### src/rtl/cram_diag_seq_pkg.sv
// Shared EBOX definitions for the CRAM diagnostic write/read sequencer:
// CRAM address type, DIAG function codes and sequencer states.
package cram_diag_seq_pkg;

    typedef logic [10:0] tCRADR;
    typedef logic [1:0]  slice_idx_t;

    localparam logic [2:0] CDS_CLEAR    = 3'd0;
    localparam logic [2:0] CDS_ADR_LO   = 3'd1;
    localparam logic [2:0] CDS_ADR_HI   = 3'd2;
    localparam logic [2:0] CDS_COMMIT   = 3'd3;
    localparam logic [2:0] CDS_WR_60_79 = 3'd4;
    localparam logic [2:0] CDS_WR_40_59 = 3'd5;
    localparam logic [2:0] CDS_WR_20_39 = 3'd6;
    localparam logic [2:0] CDS_WR_00_19 = 3'd7;

    typedef enum logic [2:0] {
        ST_IDLE,
        ST_COLLECT,
        ST_WRITE,
        ST_READ,
        ST_RDATA
    } cds_state_t;

    // Slice index counts from the MSB end: 0 = bits 00_19, 3 = bits 60_79.
    function automatic slice_idx_t slice_of_code(input logic [2:0] code);
        return slice_idx_t'(3'd7 - code);
    endfunction

endpackage

### src/rtl/cram_slice_asm.sv
// Microword slice assembly: four 20-bit slice registers with a load mask,
// plus the latched read-back slice select and mux.
module cram_slice_asm
    import cram_diag_seq_pkg::*;
(
    input  logic        clk,
    input  logic        RESET,
    input  logic        clr,
    input  logic        ld,
    input  slice_idx_t  ld_idx,
    input  logic [19:0] ld_data,
    input  logic        mask_clr,
    input  logic        rd_sel_ld,
    input  slice_idx_t  rd_sel,
    input  logic [79:0] rdata,
    output logic [3:0]  mask,
    output logic [79:0] wdata,
    output logic [19:0] rd_slice_data
);

    logic [19:0] rd_slices [4];
    slice_idx_t  rd_sel_reg;

    genvar gi;
    generate
        for (gi = 0; gi < 4; gi++) begin : g_slice
            logic [19:0] data_reg;
            logic        valid_reg;

            // Reloading a slice overwrites data; the mask bit simply stays set.
            always_ff @(posedge clk) begin
                if (RESET || clr) begin
                    data_reg  <= '0;
                    valid_reg <= 1'b0;
                end else if (ld && (ld_idx == slice_idx_t'(gi))) begin
                    data_reg  <= ld_data;
                    valid_reg <= 1'b1;
                end else if (mask_clr) begin
                    valid_reg <= 1'b0;
                end
            end

            assign mask[gi]               = valid_reg;
            assign wdata[79-20*gi -: 20]  = data_reg;
            assign rd_slices[gi]          = rdata[79-20*gi -: 20];
        end
    endgenerate

    always_ff @(posedge clk) begin
        if (RESET) begin
            rd_sel_reg <= '0;
        end else if (rd_sel_ld) begin
            rd_sel_reg <= rd_sel;
        end
    end

    assign rd_slice_data = rd_slices[rd_sel_reg];

endmodule

### src/rtl/cram_diag_seq.sv
// CRAM diagnostic sequencer: collects address/slices from DIAG functions,
// commits one-cycle CRAM writes and performs slice read-back.
// Optional odd parity on bit 79 and read check: define CRAM_DIAG_PARITY_EN.
module cram_diag_seq
    import cram_diag_seq_pkg::*;
(
    input  logic        clk,
    input  logic        RESET,
    input  logic        func_valid,
    input  logic [2:0]  func_code,
    input  logic [35:0] ebus_data,
    input  logic        rd_req,
    input  logic [1:0]  rd_slice,
    output logic        ready,
    output tCRADR       cram_adr,
    output logic [79:0] cram_wdata,
    output logic        cram_we,
    output logic        cram_re,
    input  logic [79:0] cram_rdata,
    output logic        rd_valid,
    output logic [19:0] rd_data,
    output logic        err,
    output logic        busy
);

    cds_state_t  state_reg, state_next;
    tCRADR       adr_reg;
    logic        err_reg;

    logic        idle_like;
    logic        func_acc;
    logic        rd_acc;
    logic        do_clear;
    logic        slice_ld;
    logic        adr_ld;
    logic        commit_ok;
    logic        commit_bad;
    logic [3:0]  mask;
    logic [79:0] slice_wdata;
    logic [19:0] rd_slice_data;
    logic        wr_par;
    logic        rd_par_bad;
    logic        unused_ebus;

    assign idle_like  = (state_reg == ST_IDLE) || (state_reg == ST_COLLECT);
    assign func_acc   = func_valid && idle_like;
    // A function strobe always wins over a simultaneous read request.
    assign rd_acc     = rd_req && idle_like && !func_valid;
    assign do_clear   = func_acc && (func_code == CDS_CLEAR);
    assign slice_ld   = func_acc && func_code[2];
    assign adr_ld     = func_acc && ((func_code == CDS_ADR_LO) || (func_code == CDS_ADR_HI));
    assign commit_ok  = func_acc && (func_code == CDS_COMMIT) && (mask == 4'b1111);
    assign commit_bad = func_acc && (func_code == CDS_COMMIT) && (mask != 4'b1111);
    assign unused_ebus = ^ebus_data[15:0];

`ifdef CRAM_DIAG_PARITY_EN
    assign wr_par     = ~^slice_wdata[79:1];
    assign rd_par_bad = (state_reg == ST_RDATA) && !(^cram_rdata);
`else
    assign wr_par     = slice_wdata[0];
    assign rd_par_bad = 1'b0;
`endif

    cram_slice_asm u_slice_asm (
        .clk           (clk),
        .RESET         (RESET),
        .clr           (do_clear),
        .ld            (slice_ld),
        .ld_idx        (slice_of_code(func_code)),
        .ld_data       (ebus_data[35:16]),
        .mask_clr      (commit_ok),
        .rd_sel_ld     (rd_acc),
        .rd_sel        (rd_slice),
        .rdata         (cram_rdata),
        .mask          (mask),
        .wdata         (slice_wdata),
        .rd_slice_data (rd_slice_data)
    );

    always_ff @(posedge clk) begin
        if (RESET) begin
            state_reg <= ST_IDLE;
        end else begin
            state_reg <= state_next;
        end
    end

    always_comb begin
        state_next = state_reg;
        case (state_reg)
            ST_IDLE, ST_COLLECT: begin
                if (slice_ld || adr_ld) begin
                    state_next = ST_COLLECT;
                end else if (commit_ok) begin
                    state_next = ST_WRITE;
                end else if (rd_acc) begin
                    state_next = ST_READ;
                end
            end
            ST_WRITE: state_next = ST_IDLE;
            ST_READ:  state_next = ST_RDATA;
            ST_RDATA: state_next = ST_IDLE;
            default:  state_next = ST_IDLE;
        endcase
    end

    // Strobes are gated by RESET so an aborted cycle never reaches the CRAM.
    always_comb begin
        ready      = idle_like;
        busy       = !idle_like;
        cram_we    = (state_reg == ST_WRITE) && !RESET;
        cram_re    = (state_reg == ST_READ) && !RESET;
        rd_valid   = (state_reg == ST_RDATA) && !RESET;
        rd_data    = '0;
        if (rd_valid) begin
            rd_data = rd_slice_data;
        end
        cram_wdata = {slice_wdata[79:1], (state_reg == ST_WRITE) ? wr_par : slice_wdata[0]};
    end

    // ebus bit 0 is the MSB, so ebus[0:5] is ebus_data[35:30].
    always_ff @(posedge clk) begin
        if (RESET) begin
            adr_reg <= '0;
            err_reg <= 1'b0;
        end else begin
            if (do_clear) begin
                err_reg <= 1'b0;
            end else if (commit_bad || rd_par_bad) begin
                err_reg <= 1'b1;
            end
            if (func_acc && (func_code == CDS_ADR_LO)) begin
                adr_reg[5:0] <= ebus_data[35:30];
            end
            if (func_acc && (func_code == CDS_ADR_HI)) begin
                adr_reg[10:6] <= ebus_data[34:30];
            end
        end
    end

    assign cram_adr = adr_reg;
    assign err      = err_reg;

endmodule

### config.mk
export PLATFORM = sky130hd
export DESIGN_NAME = cram_diag_seq
export DESIGN_NICKNAME = d
export VERILOG_FILES = /design/src/rtl/cram_diag_seq_pkg.sv /design/src/rtl/cram_slice_asm.sv /design/src/rtl/cram_diag_seq.sv
export SDC_FILE = /design/constraint.sdc
export NUM_CORES = 1
export LEC_CHECK = 0
export BUFFER_PORTS_ARGS = -buffer_cell sky130_fd_sc_hd__buf_2
export CAP_MARGIN = 15
export CORE_UTILIZATION = 45
export CTS_CLUSTER_SIZE = 25
export DETAILED_ROUTE_END_ITERATION = 7
export PLACE_DENSITY = 0.86
export SYNTH_ARGS = -nofsm -noshare
export SYNTH_HDL_FRONTEND = slang
export SYNTH_SLANG_ARGS = --single-unit
### constraint.sdc
create_clock -name clk -period 2 [get_ports clk]
set_input_delay 0.5 -clock clk [delete_from_list [all_inputs] [get_ports clk]]
set_output_delay 0.5 -clock clk [all_outputs]
set_load 0.01 [all_outputs]
# Yosys cells after proc, flatten, opt, wreduce, memory -nomap -nowiden
# Cells that the tools add are included.
# totals
input_bits	125
reg_bits	101
elab_cells	76
output_inout_bits	117
# op_classes
n_lt_le_gt_ge	1
add_sub_neg	1
reduce_logical	34
muxes	13
n_bitwise	1
n_eq_ne	13
# op_table
op	count
$mux W20	3
$bmux W20 S2	1
$logic_and A1 B1 Y1	18
$eq A3 B2 Y1 const B	4
$mux W3	3
$ne A4 B4 Y1 const B	2
$reduce_bool A2 Y1	4
$eq A3 B1 Y1 const B	2
$logic_not A3 Y1	2
$pmux W3 S2	1
$mux W1	5
$eq A2 B2 Y1 const B	2
$eq A4 B4 Y1 const B	1
$logic_or A1 B1 Y1	4
$reduce_or A2 Y1	2
$eq A3 B3 Y1 const B	1
$ge A3 B3 Y1 const B	1
$logic_not A1 Y1	3
$not A2 Y3	1
$eq A2 B1 Y1 const B	1
$logic_not A2 Y1	1
$sub A2 B2 Y2 const A	1

# Longest topological paths before layout
# Gate-level depths: netlist of the first run.
# logic_depth
depth_word	8
mapped_depth	6
ltp_nobuf	3

# Hierarchy
# Synthesis of the first run repeated with hierarchy kept, for this count alone.
# hier_totals
cells_unflattened	451
area_unflattened_um2	5051.1
# modules_own_cells
module	seq_area_each_um2	cells_per_inst	instances	area_each_um2
cram_slice_asm	1721.7	343	1	4167.7
cram_diag_seq	300.3	108	1	883.3

# Worst setup path after synthesis of the first run
# Ideal clock, no wire load.
# synth_path
path_kind	input port to output port
from	in RESET
to	out rd_data[0]
path_slack_ns	0.079
t_required_ns	1.500
cell_stages	3
n_path_buf	1
arrival_time_ns	1.421
cell_sequence	or4b_1 > clkbuf_1 > nor2b_1
# synth_via
elab_chain_len	3
# synth_lines
element	line	source
from (decl)	cram_diag_seq.sv:8	input logic RESET,
$logic_not A1 Y1	cram_diag_seq.sv:113	rd_valid = (state_reg == ST_RDATA) && !RESET;
$logic_and A1 B1 Y1	cram_diag_seq.sv:113	
$mux W20	cram_diag_seq.sv:115	if (rd_valid) begin
to (decl)	cram_diag_seq.sv:21	output logic [19:0] rd_data,
# No other way between the ends.

# Worst setup path in the final report of the first run
# layout_path
from	reg u_slice_asm.rd_sel_reg[0]
to	out rd_data[19]
# layout_via
elab_chain_len	5
# layout_lines
element	line	source
from (decl)	cram_slice_asm.sv:22	slice_idx_t rd_sel_reg;
from (signal assigned)	cram_slice_asm.sv:53	rd_sel_reg <= rd_sel;
$not A2 Y3 (not written as such)	cram_slice_asm.sv:57	assign rd_slice_data = rd_slices[rd_sel_reg];
$bmux W20 S2	cram_slice_asm.sv:57	
$mux W20 (not written as such) (2 in series)	cram_slice_asm.sv:57	
$mux W20	cram_diag_seq.sv:115	
# No other way between the ends. The select of a mux whose other input is x is not followed.

==> results of run 1 <==
==> routing by layer <==
metal	part of all wire (%)	wire length, um
met1	35	5704
met2	51	8398
met3	8.5	1402
met4	5.6	913
met5	0	0
==> critical path, stage by stage, from the launching register on <==
cell and delay [ns]:
dfxtp_4 0.41, buf_12 0.14, mux4_2 0.53, nor2b_1 0.16
buf_2 0.14
==> how the worst min path moves through the flow <==
stage	startpoint	to	slack [ns]
2_1_floorplan	u_slice_asm.g_slice[1].valid_reg$_SDFFE_PP0P_	u_slice_asm.g_slice[1].valid_reg$_SDFFE_PP0P_	0.45
3_3_place_gp	err$_SDFFE_PP0P_	err$_SDFFE_PP0P_	0.45
3_5_place_dp	err$_SDFFE_PP0P_	err$_SDFFE_PP0P_	0.46
4_1_cts	rd_slice[1]	u_slice_asm.rd_sel_reg[1]$_SDFFE_PP0P_	0.36
5_1_grt	rd_slice[1]	u_slice_asm.rd_sel_reg[1]$_SDFFE_PP0P_	0.39
6_report	rd_slice[1]	u_slice_asm.rd_sel_reg[1]$_SDFFE_PP0P_	0.37
==> area by class of cell <==
type	count	share of cell area, %
timing repair buffer	250	23.80
clock inverter	5	1.699
clock buffer	11	2.098
multi-input combinational	356	36.99
tap	133	2.658
inverter	3	0.1799
antenna	5	0.1998
sequential	101	32.37
==> cell families (layout without fill, tap and decap cells) <==
logic type | after synthesis | count (layout) | synth area share [%]
AOI/OAI and AO/OA | 194 | 194 | 21.67
and+or+nand+nor | 139 | 139 | 17.24
DFF | 101 | 101 | 44.44
buffers and inverters | 63 | 269 | 6.106
muxes | 22 | 22 | 10.34
xor gates and xnor gates | 1 | 1 | 0.1926
other | 0 | 5 | 0
==> what timing repair did <==
action                                  4_1_cts  5_1_grt
gates resized for setup                      17       13
buffers inserted                              1        0
hold buffers                                  0        0
pin swaps                                     0        1
gates cloned                                  1        1
endpoints found under the setup margin       21       21
==> power by group through the flow <==
stage / Clock [mW] / Sequential, mW / Combinational, mW
final: 1.54 / 2.07 / 0.631
after global routing: 1.64 / 2.08 / 0.675
after detailed placement: 0 / 2.12 / 0.600
after floorplan: 0 / 2.14 / 0.307
after CTS: 1.56 / 2.07 / 0.613
after global placement: 0 / 2.12 / 0.585
==> layout by cell type, fill, tap and decap left out, types with 2 or more instances in the layout <==
cell type  synthesis  layout
buf_2             27     218
dfxtp_1          101      99
a21oi_1           96      96
nand3_1           92      92
o21ai_0           83      83
mux4_2            20      20
buf_4              0      15
nor2b_1           20      12
clkbuf_8           0       9
o21ai_1            8       8
buf_6              1       7
buf_12             0       7
nor2b_4            0       6
diode_2            0       5
nor2_1             4       4
o31ai_1            3       3
bufinv_16          0       3
inv_1              3       2
nor2b_2            0       2
nor4bb_1           2       2
nor4b_1            2       2
and3b_1            2       2
or3_1              2       2
nand3b_1           2       2
nor3b_2            1       2
mux2i_1            2       2
nor3b_1            3       2
nand2_1            2       2
clkbuf_1          32       2
==> impl_results.md, run 1 <==
- Status: complete, but fails checks
- Failing checks: setup timing
- 1st-iter DRT viols: 335
- Worst hold path depth: 3
- Max-Cap Viols: 0
- Cells after Synth: 520
- WP data arrival: 1.76 ns
- Routing usage on met1: 30.08%
- Fmax: 442.6 MHz
- Worst-path clk slew: 0.09 ns
- Worst Setup EP: rd_data[19]
- Clock share of power: 36.3%
- Post-synthesis cell area: 0.004549 sq mm
- Main flop type after synthesis: dfxtp_1
- Total clock buffers created by CTS: 9
- Final worst clock skew: 0.01043 ns
- Total Power: 4.250 mW
- Initial Utilization: 46.54%
- Residual DRC count: 0
- TNS Setup: -4.455 ns
- Final setup fails: 21
- FILL cells: 837
- Worst setup margin: -0.2596 ns
- Largest cells by area after synthesis: dfxtp_1, a21oi_1, nand3_1, mux4_2, o21ai_0
- Detail Route Antenna Nets: 0
- CTS tree: done
- Clk sink count: 101
- Initial antenna violation count: 4
- Root Buffer: clkbuf_8
- Clock Path Buffers: 2
- Via density: 5.807
- Cell row count: 36
- Reg2reg setup slack: 0.30 ns
- Fin nets: 846
- P_leak: 2.645 nW
- Sw frac: 25.47%
- EDFF count, synth: 0
- CP endpoint kind: output pin
- Met3 Track Usage GR: 7.186%
- IO Count: 242
- Total Wirelength: 16420 um
- Layout area overhead: 37.62%
- Final Max Tran Viols: 0
- GRT Util Overall: 29.39%
- RR Endpoint: u_slice_asm.g_slice[0].valid_reg$_SDFFE_PP0P_
- Post-route cell area: 0.006261 sq mm
- H-tree depth: 3
- Power density cells: 678.8 mW/mm^2
- Seq/Total Area, Yosys: 44.44%
- GR peak layer: met2
- Min cycle time layout: 2.260 ns
- Clk_lat worst skew: 0.38 ns
- Final period utilization: 113.0%
- Multi-input gate area: 0.002316 sq mm
- Initial DRT Pass Iterations: 5
- FF/Latch Area: 0.002027 sq mm
- Slew @ Worst Pin: 0.4253 ns
- Path depth of the worst reg2reg path: 5
- Critical Path RT: 1.50 ns
- Worst hold slack: 0.3706 ns
- Drt wl/cell: 19.00 um
- Final Util: 64.06%
- R2R Path Start: state_reg[2]$_SDFFE_PP0P_
- GR Util met2: 52.92%
- Sequential power share: 48.8%
- Post-Syn Nets: 645
- Combinational power share: 14.8%
- Vias: 5017
- Die Height: 102.5 um
- Die area: 0.01052 sq mm
- Maximum number of pins on one net before global-route repair: 59
- Endpoints failing hold: 0
- RSZ-0062 raised after global routing: true
- Vias in the first global route: 4780
- CP startpoint kind: flop
- Async SR Flop Fraction: 0%
- Hpwl dp: 11350 um
- Yosys top cell area share: 44.44%
- Layout Cells excl Fill: 864
- Critical Setup Path Class: flop to output pin
- Largest register FFs: 80
- Synth cell types: 34
- NetSw: 1.082 mW
- Top-count cell post-synth: dfxtp_1
- CP Launch Point: u_slice_asm.rd_sel_reg[0]$_SDFFE_PP0P_
- GPL Wtd Cong: 0.8090
- Yosys warns: 0
- Max VDD drop: 423.3 uV
- First-pass GRT wire length: 23490 um
- Slew margin rel.: 71.65%
- Internal cell power: 3.168 mW
- Most frequent cells after synthesis: dfxtp_1, a21oi_1, nand3_1, o21ai_0, clkbuf_1
- Placed cells: 840
- Die X-Extent: 102.5 um
- Port Buf Inserts: 225
- Post-synth top area cell: dfxtp_1
- Seq cells post-synth: 101
- Syn Area/Cell: 8.749 sq um
- Core ar.: 0.009774 sq mm
- Hold Crit Class: primary input to flop
- Post-DP Area: 0.005828 sq mm
- Global route overflow: 0
- Placement Setup Slack: -0.09451 ns
- Layout cells sized above 1: 41.60%
- Critical path peak fanout: 7
Note: power is estimated with default switching activity, not from simulation.
==> run 2: changes to the inputs <==
- CORE_UTILIZATION: 45 -> 41
- PLACE_DENSITY: 0.86 -> 0.83
- clock period: 2 -> 1.9 ns (I/O delays scaled with it)
==> run 2 against run 1 <==
Sequential share of layout area decreased by 0.31 points. Sequential power up 5%. The run still ends with setup timing left. Largest power group unchanged. Flip-flop and latch count did not move. Clock skew rose by 0.0035 ns. Critical path type unchanged. Clock power down 9.7%. Die area up 9.6%.
==> impl_results.md, run 2 (synthesized netlist as in run 1, its figures left out) <==
- Multi-input gate area: 0.002335 sq mm
- Power density cells: 674.7 mW/mm^2
- Critical Setup Path Class: flop to output pin
- Layout Cells excl Fill: 872
- Clock Path Buffers: 2
- Largest register FFs: 80
- Critical path peak fanout: 5
- Sw frac: 27.57%
- Detail Route Antenna Nets: 0
- Internal cell power: 3.090 mW
- Post-DP Area: 0.005899 sq mm
- Combinational power share: 16.3%
- Drt wl/cell: 18.86 um
- Residual DRC count: 0
- FILL cells: 983
- Final setup fails: 21
- Slew @ Worst Pin: 0.4063 ns
- Worst-path clk slew: 0.10 ns
- Worst setup margin: -0.3497 ns
- FF/Latch Area: 0.002027 sq mm
- Initial DRT Pass Iterations: 7
- Layout cells sized above 1: 42.49%
- RSZ-0062 raised after global routing: true
- Commonest non-fill, non-tap cell in the layout: buf_2
- Total Power: 4.266 mW
- WP data arrival: 1.77 ns
- Crit-path slowest cell: or4b_4
- IO Count: 242
- Die area: 0.01152 sq mm
- Total Wirelength: 16440 um
- Initial antenna violation count: 0
- Layout area overhead: 38.97%
- Fin nets: 852
- Clk sink count: 101
- Crit-path max cell delay: 0.61 ns
- Slew margin rel.: 72.91%
- Total clock buffers created by CTS: 9
- Initial Utilization: 41.97%
- Hold Crit Class: primary input to flop
- Die Height: 107.3 um
- Post-route cell area: 0.006322 sq mm
- Final period utilization: 118.4%
- Fmax: 444.5 MHz
- Vias: 5003
- Critical Path RT: 1.42 ns
- CTS tree: done
- Buf+Inv Stages, Crit Path: 2
- CP startpoint kind: flop
- Status: complete, but fails checks
- Failing checks: setup timing
- NetSw: 1.176 mW
- Max VDD drop: 377.1 uV
- Final Max Tran Viols: 0
- First-pass GRT wire length: 24160 um
- GPL Wtd Cong: 0.7991
- Port Buf Inserts: 225
- Clk_lat worst skew: 0.37 ns
- Cell row count: 38
- P_leak: 2.673 nW
- Maximum number of pins on one net before global-route repair: 49
- Die X-Extent: 107.3 um
- Min cycle time layout: 2.250 ns
- Largest delay share family, worst path: simple AND/OR/NAND/NOR gates
- Ant diodes: 0
- Placement Setup Slack: -0.1453 ns
- Final worst clock skew: 0.01389 ns
- Global route overflow: 0
- Vias in the first global route: 4622
- Postcts setup bufs: 0
- Hpwl dp: 11160 um
- Via density: 5.737
- Hold bufs inserted after CTS: 0
- TNS Setup: -6.034 ns
- Clock share of power: 32.5%
- Sequential power share: 51.2%
- Worst-path cell chain: or4b_4, clkbuf_16, nor2b_1, buf_2
- H-tree depth: 3
- CP endpoint kind: output pin
- Endpoints failing hold: 0
- GRT Util Overall: 27.21%
- Placed cells: 852
- Root Buffer: clkbuf_8
- Max-Cap Viols: 0
- 1st-iter DRT viols: 389
- Worst hold slack: 0.3453 ns
- Most frequent cells in the layout: buf_2, dfxtp_1, a21oi_1
- Core ar.: 0.01084 sq mm
- Final Util: 58.32%
## run 2: cell count changes in the layout (fill, tap and decap cells not counted), sizes merged
cell and delta:
bufinv -2, buf +5, clkinv +1, clkinvlp +2
diode -5
## run 2: final cells by class
cell class	instances	area share, %
clock buffers	10	2.019
clock inverters	6	1.148
inverters	3	0.1781
multi-input cells	356	36.93
flip-flops and latches	101	32.06
well taps	140	2.771
repair buffers	256	24.90
## run 2: tightest hold or removal path: stages
cell and delay, ns:
buf_2 0.08, mux2i_1 0.05, nor2_1 0.07
## run 2: metal layers
layer	part of all wire, %	global-route usage (%)	vias up
met2	49	47.65	277
met3	9.2	6.598	49
met1	37	30.88	2367
met4	4.4	13.31	0
li1	-	-	2310
met5	0	0	-
## run 2: repair_timing
action / CTS / global route
cloned: 2 / 2
resized for setup: 10 / 25
pin swaps: 0 / 0
setup endpoints to repair: 21 / 22
endpoints found under the hold margin: 0 / 0
## run 2: power by group through the flow
stage                     clock, mW  combinational (mW)  sequential [mW]
after floorplan                   0               0.323             2.25
after global placement            0               0.666             2.23
after detailed placement          0               0.667             2.23
after CTS                      1.42               0.671             2.18
after global routing           1.50               0.742             2.19
final                          1.39               0.695             2.18
## run 2: worst paths after layout
kind / start / end / slack, ns / cells past startpoint
min reg2reg: u_slice_asm.g_slice[0].data_reg[10]$_SDFFE_PP0P_ / u_slice_asm.g_slice[0].data_reg[10]$_SDFFE_PP0P_ / 0.48 / 2
max: state_reg[0]$_SDFFE_PP0P_ / rd_data[19] / -0.35 / 4
min: rd_slice[1] / u_slice_asm.rd_sel_reg[1]$_SDFFE_PP0P_ / 0.35 / 3
max reg2reg: state_reg[2]$_SDFFE_PP0P_ / u_slice_asm.g_slice[2].valid_reg$_SDFFE_PP0P_ / 0.28 / 4
==> run 3: changes to the inputs <==
- CORE_ASPECT_RATIO: unset -> 0.8
- CORE_UTILIZATION: 41 -> 42
- CTS_BUF_LIST: unset -> sky130_fd_sc_hd__clkbuf_2
- PLACE_DENSITY: 0.83 -> 0.85
==> run 3 against run 2 <==
The flow still finishes with violations (setup timing). First-iteration DRC count increased by 50%. Combinational power decreased by 1%. Core utilization increased by 1.1 points. Cell area decreased by 2.2%. Register-to-register slack got worse by 0.17 ns. Non-clock buffer count increased by 1. Maximum frequency decreased by 9.2%. Clock-buffer cell count decreased by 1. Total power decreased by 9.1%. Critical endpoint is now rd_data[6].
==> impl_results.md, run 3 (synthesized netlist as in run 1, its figures left out) <==
- Status: complete, but fails checks
- Failing checks: setup timing
- Commonest non-fill, non-tap cell in the layout: buf_2
- CP endpoint kind: output pin
- Via density: 5.630
- Crit-path max cell delay: 0.50 ns
- Final worst clock skew: 0.03347 ns
- Largest register FFs: 80
- GRT Util Overall: 26.98%
- Min cycle time layout: 2.477 ns
- P_leak: 2.620 nW
- Critical path peak fanout: 10
- Worst-path clk slew: 0.28 ns
- Final period utilization: 130.4%
- Port Buf Inserts: 225
- Worst-path cell chain: buf_16, mux4_2, nor2b_1, buf_2
- 1st-iter DRT viols: 585
- Die X-Extent: 118.4 um
- Initial Utilization: 43.72%
- Multi-input gate area: 0.002311 sq mm
- Die area: 0.01125 sq mm
- Slew margin rel.: 73.67%
- Total clock buffers created by CTS: 9
- Initial antenna violation count: 0
- Cell row count: 33
- Layout cells sized above 1: 42.08%
- Global route overflow: 0
- CTS tree: done
- H-tree depth: 3
- Vias: 4909
- TNS Setup: -11.32 ns
- GPL Wtd Cong: 0.8452
- R2R Path Start: state_reg[2]$_SDFFE_PP0P_
- Vias in the first global route: 4495
- IO Count: 242
- Clock Path Buffers: 2
- Max VDD drop: 254.3 uV
- Die Height: 95.09 um
- Total Wirelength: 15660 um
- CP startpoint kind: flop
- Ant diodes: 0
- WP data arrival: 2.00 ns
- Hold path start: ebus_data[16]
- Detail Route Antenna Nets: 0
- Final setup fails: 23
- Critical Setup Path Class: flop to output pin
- Worst hold slack: 0.1611 ns
- Drt wl/cell: 17.96 um
- Endpoints failing hold: 0
- Hpwl dp: 10930 um
- CP Launch Point: u_slice_asm.rd_sel_reg[0]$_SDFFE_PP0P_
- Crit-path slowest cell: mux4_2
- Residual DRC count: 0
- Slew @ Worst Pin: 0.3949 ns
- RSZ-0062 raised after global routing: true
- Final Max Tran Viols: 0
- Maximum number of pins on one net before global-route repair: 49
- FILL cells: 960
- Initial DRT Pass Iterations: 5
- Fin nets: 853
- Core ar.: 0.01041 sq mm
- Layout area overhead: 35.86%
- Hold Crit Class: primary input to flop
- Most frequent cells in the layout: buf_2, dfxtp_1, a21oi_1
- Clk sink count: 101
- Critical Path RT: 1.42 ns
- FF/Latch Area: 0.002029 sq mm
- First-pass GRT wire length: 23750 um
- Total Power: 3.876 mW
- Max-Cap Viols: 0
- Worst setup margin: -0.5772 ns
- Fmax: 403.7 MHz
- Power density cells: 627.1 mW/mm^2
- Clk_lat worst skew: 0.56 ns
- Root Buffer: clkbuf_2
==> run 3: cell count changes in the layout (fill, tap and decap cells not counted), sizes merged <==
cell | before | now
clkinvlp | 3 | 1
clkinv | 1 | 3
clkbuf | 12 | 10
buf | 254 | 256
==> run 3: path summary, 6_finish.rpt <==
path / end / slack, ns / cells after the start
setup / recovery: rd_data[6] / -0.58 / 4
hold / removal: u_slice_asm.g_slice[0].data_reg[0]$_SDFFE_PP0P_ / 0.16 / 3
setup reg to reg: u_slice_asm.g_slice[0].data_reg[7]$_SDFFE_PP0P_ / 0.11 / 6
hold reg to reg: u_slice_asm.g_slice[1].valid_reg$_SDFFE_PP0P_ / 0.49 / 2
==> run 3: worst max-delay path: cells and delay by family (launching register included) <==
| family | cells | cell delay (ns) |
|---|---|---|
| buffers and inverters | 2 | 0.30 |
| muxes | 1 | 0.50 |
| DFF | 1 | 0.48 |
| and+or+nand+nor | 1 | 0.16 |
==> run 3: final cells by class <==
cell class / instances / share of cell area, %
Timing Repair Buffer: 257 / 25.00
Tap cell: 140 / 2.834
Clock inverter: 6 / 1.032
Inverter: 3 / 0.1822
Clock buffer: 9 / 0.7287
Sequential cell: 101 / 32.83
Multi-Input combinational cell: 356 / 37.39
==> run 3: per-layer routing <==
layer | vias to the layer above | global-route usage [%] | share of wire [%]
met4 | 0 | 8.868 | 2.3
met5 | - | 0 | 0
met1 | 2330 | 39.28 | 46
met3 | 29 | 5.801 | 7.9
met2 | 235 | 39.51 | 44
li1 | 2315 | - | -
==> run 3: where the power goes <==
group | internal [mW] | switching, mW
logic | 0.310 | 0.376
clock network | 0.297 | 0.696
registers | 2.17 | 0.0260
total | 2.78 | 1.10
==> run 3: metrics by stage <==
step	std cells	setup WS (ns)	util, %	cell area, sq um
final	872	-0.5772	59.40	6181
after global routing	872	-0.6975	59.40	6181
after CTS	869	-0.6105	58.44	6081
after detailed placement	853	-0.1599	56.77	5907
after global placement	853	-0.1220	56.77	5907
after floorplan	520	0.02868	-	4549
==> run 3: what timing repair did <==
item / in CTS / in global routing
pin swaps: 2 / 2
endpoints found under the setup margin: 25 / 24
buffers inserted: 0 / 3
hold buffers: 0 / 0
cloned: 1 / 1
gates resized for setup: 15 / 12
